--- src/rtl/gcd_stream.sv ---
// Streaming binary (Stein) GCD engine with valid/ready on both sides.
// Latency: 1 edge for a zero operand, else N+1 edges (N CALC steps, N <= 2*WIDTH).
// Backpressure: result holds in DONE until out_ready; no new pair is taken while busy.
module gcd_stream #(
    parameter int WIDTH = 16
) (
    input  logic               clk,
    input  logic               reset,
    input  logic               in_valid,
    input  logic [2*WIDTH-1:0] in_data,
    output logic               in_ready,
    output logic               out_valid,
    input  logic               out_ready,
    output logic [WIDTH-1:0]   out_data
);
    localparam int KW = $clog2(WIDTH) + 1;

    typedef enum logic [1:0] {
        IDLE = 2'd0,
        CALC = 2'd1,
        DONE = 2'd2
    } state_t;

    state_t           state, state_nxt;
    logic [WIDTH-1:0] a_r, b_r, res;
    logic [WIDTH-1:0] a_nxt, b_nxt, res_nxt;
    logic [KW-1:0]    k, k_nxt;
    logic [WIDTH-1:0] a_in, b_in;
    logic             accept;
    logic             zero_in;

    assign a_in    = in_data[2*WIDTH-1:WIDTH];
    assign b_in    = in_data[WIDTH-1:0];
    assign accept  = in_valid && in_ready;
    assign zero_in = (a_in == '0) || (b_in == '0);

    always_ff @(posedge clk or posedge reset) begin
        if (reset) begin
            state <= IDLE;
        end else begin
            state <= state_nxt;
        end
    end

    always_comb begin
        state_nxt = state;
        case (state)
            IDLE: begin
                if (accept) begin
                    if (zero_in) state_nxt = DONE;
                    else         state_nxt = CALC;
                end
            end
            CALC: begin
                if (a_r == b_r) state_nxt = DONE;
            end
            DONE: begin
                if (out_ready) state_nxt = IDLE;
            end
            default: state_nxt = IDLE;
        endcase
    end

    // One Stein step per cycle; the first matching rule wins.
    always_comb begin
        a_nxt   = a_r;
        b_nxt   = b_r;
        k_nxt   = k;
        res_nxt = res;
        case (state)
            IDLE: begin
                if (accept) begin
                    if (zero_in) begin
                        res_nxt = a_in | b_in;
                    end else begin
                        a_nxt = a_in;
                        b_nxt = b_in;
                        k_nxt = '0;
                    end
                end
            end
            CALC: begin
                if (a_r == b_r) begin
                    res_nxt = a_r << k;
                end else if (!a_r[0] && !b_r[0]) begin
                    a_nxt = a_r >> 1;
                    b_nxt = b_r >> 1;
                    k_nxt = k + KW'(1);
                end else if (!a_r[0]) begin
                    a_nxt = a_r >> 1;
                end else if (!b_r[0]) begin
                    b_nxt = b_r >> 1;
                end else if (a_r > b_r) begin
                    a_nxt = (a_r - b_r) >> 1;
                end else begin
                    b_nxt = (b_r - a_r) >> 1;
                end
            end
            default: ;
        endcase
    end

    always_ff @(posedge clk or posedge reset) begin
        if (reset) begin
            a_r <= '0;
            b_r <= '0;
            k   <= '0;
            res <= '0;
        end else begin
            a_r <= a_nxt;
            b_r <= b_nxt;
            k   <= k_nxt;
            res <= res_nxt;
        end
    end

    // in_ready is gated by reset directly so it falls without waiting for an edge.
    always_comb begin
        in_ready  = (state == IDLE) && !reset;
        out_valid = (state == DONE);
        out_data  = res;
    end
endmodule

--- config.mk ---
export PLATFORM = sky130hd
export DESIGN_NAME = gcd_stream
export DESIGN_NICKNAME = d
export VERILOG_FILES = /design/src/rtl/gcd_stream.sv
export SDC_FILE = /design/constraint.sdc
export NUM_CORES = 1
export LEC_CHECK = 0
export BUFFER_PORTS_ARGS = -buffer_cell sky130_fd_sc_hd__buf_4
export CORE_ASPECT_RATIO = 2
export CORE_MARGIN = 5
export CORE_UTILIZATION = 55
export DETAILED_ROUTE_END_ITERATION = 12
export PLACE_DENSITY = 0.88
export SYNTH_ARGS = -nofsm -noshare
export SYNTH_HDL_FRONTEND = slang
export SYNTH_SLANG_ARGS = --single-unit
export TNS_END_PERCENT = 20
--- constraint.sdc ---
create_clock -name clk -period 3 [get_ports clk]
set_input_delay 0.15 -clock clk [delete_from_list [all_inputs] [get_ports clk]]
set_output_delay 0.15 -clock clk [all_outputs]
set_load 0.05 [all_outputs]
==> results of run 1 <==
==> layout make-up <==
cell class / instances / area share [%]
inverters: 40 / 2.47
clock inverters: 2 / 0.618
clock buffers: 5 / 2.06
repair buffers: 95 / 12.2
flip-flops and latches: 55 / 22.7
well taps: 104 / 2.14
multi-input cells: 485 / 57.9
==> power by group through the flow <==
stage	Combinational (mW)	Sequential (mW)	Clock (mW)
3_3_place_gp	5.85	1.30	0
5_1_grt	6.66	1.35	0.718
6_report	6.18	1.32	0.694
2_1_floorplan	4.41	1.23	0
3_5_place_dp	5.96	1.32	0
4_1_cts	6.01	1.30	0.686
==> sequential cells by signal (all words and copies together), names as in the netlist <==
name      cells
k             5
b_r          16
a_r          16
state         2
out_data     16
==> cell families after synthesis <==
| family | count (synthesis) | synth area share [%] |
|---|---|---|
| compound gates | 210 | 27.1 |
| xor+xnor | 25 | 4.16 |
| flops | 55 | 26.2 |
| mux | 44 | 10.9 |
| buf+inv | 85 | 7.37 |
| fa+ha+maj | 35 | 8.61 |
| simple gates | 171 | 15.7 |
==> stage by stage <==
| step | setup WS [ns] | setup TNS (ns) | hold WS [ns] | instances |
|---|---|---|---|---|
| global placement | 0.169 | 0 | 0.172 | 778 |
| CTS | 0.0961 | 0 | 0.113 | 786 |
| floorplan | 0.137 | 0 | 0.277 | 625 |
| global route | -0.0603 | -0.171 | 0.134 | 786 |
| detailed placement | 0.125 | 0 | 0.184 | 778 |
| finish | 0.0604 | 0 | 0.111 | 786 |
==> worst max-delay path, cell delays in order, from the launching register on <==
cell and delay, ns:
dfrtp_1 0.49, inv_1 0.08, ha_1 0.30, nand4_1 0.24, or4_4 0.69, a32oi_4 0.29
a21o_2 0.22, a31oi_4 0.06, buf_12 0.19, o21ai_0 0.12, o22ai_1 0.13
==> final timing paths <==
kind / to / slack (ns) / cells past startpoint
max: b_r[8]$_DFFE_PP0P_ / 0.06 / 10
min: b_r[15]$_DFFE_PP0P_ / 0.11 / 3
max reg2reg: b_r[8]$_DFFE_PP0P_ / 0.06 / 10
min reg2reg: out_data[3]$_DFFE_PP0P_ / 0.51 / 1
max in group asynchronous: a_r[12]$_DFFE_PP0P_ / 1.89 / 4
min in group asynchronous: out_data[2]$_DFFE_PP0P_ / 0.40 / 3
==> placed cells by master, fill, tap and decap left out, drive strengths merged, types with 7 or more instances in the layout <==
cell | netlist | final
xor2 | 10 | 10
nand2b | 7 | 7
o21ai | 59 | 59
mux2i | 18 | 18
o31ai | 22 | 22
nand3 | 10 | 10
nor4 | 9 | 9
nor2 | 54 | 54
dfrtp | 55 | 55
a221oi | 16 | 16
xnor2 | 15 | 15
nor3 | 9 | 9
inv | 40 | 40
nand2 | 46 | 46
ha | 33 | 33
o211ai | 10 | 10
nand4 | 9 | 9
mux2 | 17 | 17
nor2b | 11 | 11
mux4 | 9 | 9
o221ai | 7 | 7
buf | 22 | 94
a21oi | 45 | 45
==> routing by layer <==
layer	track usage [%]	part of all wire, %	up-vias
met3	4.79	6.1	116
met5	0	0	-
li1	-	-	2406
met2	54.4	51	299
met1	34.2	34	2635
met4	24.4	8.5	0
==> repair_timing <==
action / 4_1_cts / 5_1_grt
resized for setup: 0 / 4
endpoints found under the setup margin: 0 / 18
hold buffers: 1 / 0
endpoints found under the hold margin: 18 / 0
==> flow_metrics.tcl, run 1 <==
set metrics [dict create \
    row_count 50 \
    seq_area_um2 1380 \
    final_area_um2 6080 \
    cts.clk_slew.worst_paths_ns 0.08 \
    io_buffer_count 53 \
    hold_path_class "input port to flip-flop" \
    dp_hpwl_um 14200 \
    ys_ff_latch 55 \
    remaining_drc_errors 0 \
    place_congestion 0.980 \
    internal_power_mw 3.93 \
    r2r-start "a_r[13]$_DFFE_PP0P_" \
    multi_input_comb_area_um2 3520 \
    dpl_cell_area_um2 5890 \
    root_buffer "clkbuf_16" \
    comb_power_share_pct 75.4 \
    start_util_pct 56.1 \
    worst-setup-path-type "flip-flop to flip-flop" \
    grt_max_degree 31 \
    synth_cells 625 \
    fin_crit_sh_pct 98.0 \
    ys.warnings.count 0 \
    ios 54 \
    htree_levels 2 \
    p_switching_mw 4.25 \
    synth_ff_type "dfrtp_1" \
    pwr-share-seq_pct 16.1 \
    grt_pass1_wl_um 29200 \
    ys_async_sr_fraction_pct 100 \
    diodes 0 \
    finalCriticalPeriod_ns 2.94 \
    cts_tree "done" \
    worst_pin_slew_ns 0.908 \
    synth_edf_count 0 \
    crit_path_start_kind "flip-flop" \
    grt_util_all_layers_pct 31.7 \
    vias 5456 \
    slew_headroom_pct 39.5 \
    grt.overflow.total 0 \
    coreArea_um2 9380 \
    switching_share_pct 52.0 \
    synth_top_cell_area_share_pct 26.2 \
    syn_area_um2 5260 \
    maxCapViolations 0 \
    yosysSeqAreaShare_pct 26.2 \
    status "finished, final reports clean" \
    synth.area.top_cells "dfrtp_1 (26%), ha_1 (7.8%), o21ai_0 (4.8%), a21oi_1 (4.3%), mux4_2 (3.9%)" \
    finClkSkew_ns 0.00294 \
    via_per_inst 6.94 \
    cp-startpoint "a_r[13]$_DFFE_PP0P_" \
    cp_data_arrival_time_ns 3.11 \
    antenna_found_initial 0 \
    power_frac_clock_pct 8.5 \
    powerDensity_nw_per_um2 1350 \
    crit_required_ns 3.17 \
    grt_pass1_vias 5627 \
    rsz0062_at_grt "true" \
    yosysMostFrequentCell "dfrtp_1" \
    clk-insertion-delay-late_ns 0.30 \
    setup_viol 0 \
    drtAntennaViolNets 0 \
    critPathMaxFanout 24 \
    drt_wl_total_um 18200 \
    drtPass1Iterations 5 \
    utilization_pct 64.8 \
    drtIter0Drc 580 \
    yosysUniqueCellTypes 62 \
    peakVddDrop_mv 0.646 \
    min_from "in_data[15]" \
    die-area_um2 11700 \
    syn_to_final_growth_pct 15.5 \
    hold_viol_final 0 \
    nets 753 \
    fillCellCount 783 \
    wl_per_cell_um 23.2 \
    synth.avg_cell_area_um2 8.42 \
    max_freq_ghz 0.340 \
    clockBufferDepth 2 \
    clkSinkCount 55 \
    synth_nets 696 \
    ys_top_cells_by_count "dfrtp_1 (55), nor2_1 (53), o21ai_0 (50)" \
    worstSetupEndpointType "flip-flop" \
    power.total_mw 8.19 \
    leakagePower_nw 2.71 \
    cts_setup_buffers 0 \
    slew_violations 0 \
    drive_above_1_share_pct 21.4 \
    die_w_um 79.2 \
    die_h_um 148 \
    cts_buffers 5 \
    synth_top_area_cell "dfrtp_1" \
]
Power figures use the tool's default switching activity.
==> run 2: changes to the inputs <==
==> constraint.sdc (replaced) <==
create_clock -name clk -period 3 [get_ports clk]
set_input_delay 0.3 -clock clk [delete_from_list [all_inputs] [get_ports clk]]
set_output_delay 0.3 -clock clk [all_outputs]
set_load 0.05 [all_outputs]
==> run 2 against run 1 <==
The flow now finishes with violations (hold timing). Flip-flop and latch count unchanged. Worst hold slack got worse by 0.11 ns. Highest routed layer unchanged. Critical path depth is the same. Routed wire length shrank 1.1%. Total power increased by 1.2%. Critical endpoint unchanged. Largest cell class unchanged. Final cell count rose by 0.38%. Global-route usage shrank 0.90 points.
==> flow_metrics.tcl, run 2 (synthesis gave the netlist of run 1 again) <==
set metrics [dict create \
    grt.overflow.total 0 \
    switching_share_pct 51.7 \
    violations "hold timing" \
    status "finished with violations" \
    die_w_um 79.2 \
    crit_path_end "b_r[8]$_DFFE_PP0P_" \
    worstSetupEndpointType "flip-flop" \
    grt_pass1_wl_um 28300 \
    worst-setup-path-type "flip-flop to flip-flop" \
    htree_levels 2 \
    wl_per_cell_um 22.8 \
    fin_cells 789 \
    start_util_pct 56.1 \
    fillCellCount 762 \
    final_common_cell "buf_4" \
    drtIter0Drc 618 \
    clockBufferDepth 2 \
    grt_pass1_vias 5569 \
    worst_pin_slew_ns 0.904 \
    fin_crit_sh_pct 99.5 \
    ios 54 \
    critPathMaxFanout 24 \
    grt_util_all_layers_pct 30.8 \
    nets 756 \
    crit_required_ns 3.22 \
    coreArea_um2 9380 \
    place_congestion 0.978 \
    die_h_um 148 \
    leakagePower_nw 2.73 \
    crit_path_start_kind "flip-flop" \
    root_buffer "clkbuf_16" \
    post-place-ws_ns 0.141 \
    internal_power_mw 4.00 \
    finClkSkew_ns 0.00488 \
    reg2reg_slack_ns 0.01 \
    slew_violations 0 \
    die-area_um2 11700 \
    dp_cells 779 \
    row_count 50 \
    io_buffer_count 53 \
    clkSinkCount 55 \
    clk-insertion-delay-late_ns 0.30 \
    p_switching_mw 4.29 \
    r2r-end "b_r[8]$_DFFE_PP0P_" \
    fin_hold_ws_ns -0.000841 \
    setup_viol 0 \
    antenna_found_initial 0 \
    r2r-start "a_r[12]$_DFFE_PP0P_" \
    syn_to_final_growth_pct 15.8 \
    powerDensity_nw_per_um2 1360 \
    reg2reg_depth 10 \
    max_freq_ghz 0.335 \
    comb_power_share_pct 75.8 \
    dp_hpwl_um 14300 \
    layout_common_cells "buf_4 (96), dfrtp_1 (54), nor2_1 (53)" \
    drtPass1Iterations 5 \
    vias 5448 \
    drive_above_1_share_pct 21.8 \
    cts_buffers 5 \
    via_per_inst 6.90 \
    power.total_mw 8.29 \
    drt_wl_total_um 18000 \
    cp_data_arrival_time_ns 3.20 \
    grt_max_degree 31 \
    cts_tree "done" \
    cp-startpoint "a_r[12]$_DFFE_PP0P_" \
    hold_viol_final 4 \
    drtAntennaViolNets 0 \
    diodes 0 \
    pwr-share-seq_pct 15.8 \
    slew_headroom_pct 39.8 \
    final.setup.worst_slack_ns 0.0139 \
    hold_path_class "input port to async pin" \
    peakVddDrop_mv 0.640 \
    power_frac_clock_pct 8.4 \
    finalCriticalPeriod_ns 2.99 \
    remaining_drc_errors 0 \
    rsz0062_at_grt "true" \
    cts.clk_slew.worst_paths_ns 0.08 \
    maxCapViolations 0 \
]
[run 2: critical path: stages (launching register included)]
cell and delay [ns]:
dfrtp_1 0.53, inv_1 0.08, ha_1 0.30, nand4_1 0.25
or4_4 0.69, a21boi_4 0.19, buf_4 0.16, a31oi_4 0.18
buf_12 0.19, o21ai_0 0.13, o22ai_1 0.17
[run 2: per-layer routing]
layer  global-route usage (%)  wire length (µm)  up-vias
li1                         -                 -     2407
met1                     33.7              6220     2645
met2                     54.1              9280      301
met3                     2.48              1130       95
met4                     23.1              1390        0
met5                        0                 0        -
[run 2: final cells by class]
class                           instances  area [µm²]  area share (%)
Sequential cell                        55        1380            22.6
Clock inverter                          2        37.5           0.616
Inverter                               40         150            2.46
Tap cell                              104         130            2.14
Clock buffer                            5         125            2.05
Multi-Input combinational cell        485        3510            57.6
Timing Repair Buffer                   98         761            12.5
[run 2: timing repair]
| item | CTS | global route |
|---|---|---|
| gates resized for setup | 0 | 4 |
| endpoints found under the hold margin | 0 | 0 |
| buffers inserted | 0 | 3 |
| hold buffers | 0 | 0 |
| setup endpoints to repair | 0 | 12 |
[run 2: stage by stage]
stage,util (%),cell area (µm²),setup TNS (ns)
6_report,64.9,6090,0
4_1_cts,64.6,6060,0
2_1_floorplan,-,5260,0
5_1_grt,64.9,6090,-0.0452
3_5_place_dp,62.8,5900,0
3_3_place_gp,62.8,5900,0
[run 2: how the worst min path moves through the flow]
| stage | startpoint | endpoint | slack, ns | depth (start not counted) |
|---|---|---|---|---|
| 6_report | reset | b_r[2]$_DFFE_PP0P_ | -0.0008 | 2 |
| 5_1_grt | reset | out_data[2]$_DFFE_PP0P_ | 0.04 | 2 |
| 4_1_cts | reset | b_r[1]$_DFFE_PP0P_ | 0.02 | 2 |
| 3_5_place_dp | reset | out_data[3]$_DFFE_PP0P_ | 0.34 | 2 |
| 3_3_place_gp | reset | state[0]$_DFFE_PP0P_ | 0.32 | 2 |
| 2_1_floorplan | in_data[31] | a_r[15]$_DFFE_PP0P_ | 0.43 | 2 |
[run 2: power by group through the flow]
stage	Clock, mW	Combinational (mW)	Sequential [mW]
3_3_place_gp	0	5.85	1.30
6_report	0.695	6.28	1.31
5_1_grt	0.709	6.76	1.34
3_5_place_dp	0	5.99	1.31
4_1_cts	0.684	6.03	1.30
2_1_floorplan	0	4.41	1.23
==> run 3: changes to the inputs <==
--- a/config.mk
+++ b/config.mk
@@ -5,12 +5,14 @@
 export SDC_FILE = /design/constraint.sdc
 export NUM_CORES = 1
 export LEC_CHECK = 0
+export ABC_AREA = 1
 export BUFFER_PORTS_ARGS = -buffer_cell sky130_fd_sc_hd__buf_4
 export CORE_ASPECT_RATIO = 2
 export CORE_MARGIN = 5
 export CORE_UTILIZATION = 55
 export DETAILED_ROUTE_END_ITERATION = 12
 export PLACE_DENSITY = 0.88
+export RECOVER_POWER = 50
 export SYNTH_ARGS = -nofsm -noshare
 export SYNTH_HDL_FRONTEND = slang
 export SYNTH_SLANG_ARGS = --single-unit
==> run 3 against run 2 <==
The run now ends clean. Clock skew fell by 0.0012 ns. First-iteration DRC count fell by 19%. Worst setup slack improved by 0.21 ns. Critical path type unchanged. Largest cell class unchanged. Count of clock-buffer cells in the layout rose by 1. Final cell count rose by 43%. Synthesized area rose by 10%.
==> flow_metrics.tcl, run 3 <==
set metrics [dict create \
    status "finished, final reports clean" \
    dp_hpwl_um 15500 \
    use_met2_pct 54.5 \
    wl_per_cell_um 16.7 \
    clockBufferDepth 2 \
    clkSinkCount 55 \
    drive_above_1_share_pct 11.7 \
    worst_pin_slew_ns 1.45 \
    row_count 53 \
    grt_pass1_vias 6294 \
    coreArea_um2 10400 \
    io_buffer_count 53 \
    final_common_cell "nand2_1" \
    holdBufCountCts 0 \
    yosysSeqAreaShare_pct 23.7 \
    synth_edf_count 0 \
    synth-compound-area-share_pct 14.7 \
    cts_buffers 5 \
    ys_async_sr_fraction_pct 100 \
    htree_levels 2 \
    worst-setup-path-type "flip-flop to flip-flop" \
    synth_top_area_cell "dfrtp_1" \
    cts.clk_slew.worst_paths_ns 0.07 \
    diodes 0 \
    syn_to_final_growth_pct 10.3 \
    via_per_inst 5.57 \
    die_h_um 155 \
    synth_cells 956 \
    ios 54 \
    yosysUniqueCellTypes 41 \
    die-area_um2 12800 \
    yosysMostFrequentCell "nand2_1" \
    synth_top_family_by_area "simple AND/OR/NAND/NOR gates" \
    grt_max_degree 56 \
    crit_path_start_kind "flip-flop" \
    synth.avg_cell_area_um2 6.07 \
    fin_crit_sh_pct 92.6 \
    cts_tree "done" \
    grt_util_all_layers_pct 31.1 \
    met1_usage_pct 31.5 \
    antenna_found_initial 0 \
    post-place-ws_ns 0.246 \
    place_congestion 0.967 \
    hold_path_class "input port to flip-flop" \
    crit_required_ns 3.24 \
    syn_area_um2 5810 \
    layout_common_cells "nand2_1 (346), inv_1 (130), nor2_1 (90)" \
    remaining_drc_errors 0 \
    critPathMaxFanout 17 \
    drt_wl_total_um 18900 \
    cp_data_arrival_time_ns 3.02 \
    synth_xor_area_share_pct 2.56 \
    max_freq_ghz 0.360 \
    synth_top_cell_area_share_pct 23.7 \
    drtIter0Drc 501 \
    synth_ff_type "dfrtp_1" \
    die_w_um 82.7 \
    ys_ff_latch 55 \
    worstSetupEndpointType "flip-flop" \
    synth_nets 1027 \
    synth.area.top_cells "dfrtp_1 (24%), nand2_1 (22%), inv_1 (8.5%), ha_1 (7.1%), nor2_1 (5.8%)" \
    drtAntennaViolNets 0 \
    fin_hold_ws_ns 0.166 \
    nets 1067 \
    finClkSkew_ns 0.00372 \
    ys_top_cells_by_count "nand2_1 (346), inv_1 (131), nor2_1 (90)" \
    maxCapViolations 0 \
    clk-insertion-delay-late_ns 0.30 \
    root_buffer "clkbuf_16" \
    grt.overflow.total 0 \
    vias 6301 \
    final.setup.worst_slack_ns 0.222 \
    ys.warnings.count 0 \
    grt_busiest_layer "met2" \
    synth_simple_gate_area_share_pct 38.0 \
    setup_viol 0 \
    hold_viol_final 0 \
    grt_use_met3_pct 3.01 \
    slew_headroom_pct 3.18 \
    finalCriticalPeriod_ns 2.78 \
    drtPass1Iterations 8 \
    synth_fa_ha_area_share_pct 7.80 \
    slew_violations 0 \
    grt_pass1_wl_um 30400 \
    start_util_pct 55.8 \
    synthMuxAreaShare_pct 0.862 \
]
[run 3: logic make-up after synthesis]
kind of cell / count (synthesis)
fa+ha+maj: 35
mux: 5
flops: 55
xor+xnor: 17
compound gates: 146
simple gates: 525
buf+inv: 173
[run 3: repair_timing]
item / in CTS / in global routing
setup buffers: 0 / 0
gates resized for setup: 0 / 2
setup endpoints to repair: 0 / 3
[run 3: cell type report]
class	count	area (µm²)
sequential	55	1380
clock buffer	6	129
fill	1049	4010
tap	137	171
timing repair buffer	65	475
inverter	141	534
multi-input combinational	728	3720
[run 3: final timing paths]
| check | startpoint | endpoint | slack [ns] | cells past startpoint |
|---|---|---|---|---|
| worst min register to register | out_data[2]$_DFFE_PP0P_ | out_data[2]$_DFFE_PP0P_ | 0.50 | 2 |
| worst max-delay path | a_r[0]$_DFFE_PP0P_ | a_r[13]$_DFFE_PP0P_ | 0.22 | 18 |
| max in group asynchronous | reset | out_data[0]$_DFFE_PP0P_ | 1.64 | 3 |
| worst max register to register | a_r[0]$_DFFE_PP0P_ | a_r[13]$_DFFE_PP0P_ | 0.22 | 18 |
| min in group asynchronous | reset | state[1]$_DFFE_PP0P_ | 0.47 | 3 |
| worst min-delay path | out_ready | state[1]$_DFFE_PP0P_ | 0.17 | 2 |
[run 3: metal layers]
layer	vias to the layer above	wire (µm)
met5	-	0
met4	0	1840
met3	114	777
met2	255	9950
met1	2853	6370
li1	3079	-
[run 3: stage by stage]
stage | setup TNS, ns | cell area, µm² | std cells | util [%]
finish | 0 | 6400 | 1132 | 61.5
detailed placement | 0 | 6290 | 1126 | 60.4
global placement | 0 | 6290 | 1126 | 60.4
CTS | 0 | 6420 | 1132 | 61.7
floorplan | 0 | 5810 | 956 | -
global route | -0.326 | 6400 | 1132 | 61.5
[run 3: critical path: stages (launching register included)]
cell and delay [ns]:
dfrtp_1 0.47, inv_1 0.13, ha_1 0.27, fa_1 0.45
inv_1 0.10, nand3_1 0.07, nand2_1 0.13, nand2_1 0.06
nand2_1 0.12, nand2_2 0.09, nand2_4 0.10, nand2_2 0.08
nand2_2 0.06, nand2_2 0.05, nand2_2 0.07, nand2_4 0.13
inv_4 0.19, nand2_1 0.08, nand2_1 0.06
Power of run 3 is left out: the tool's default activity adds up to more than one toggle a clock period on the data nets, which glitch-free logic cannot reach.
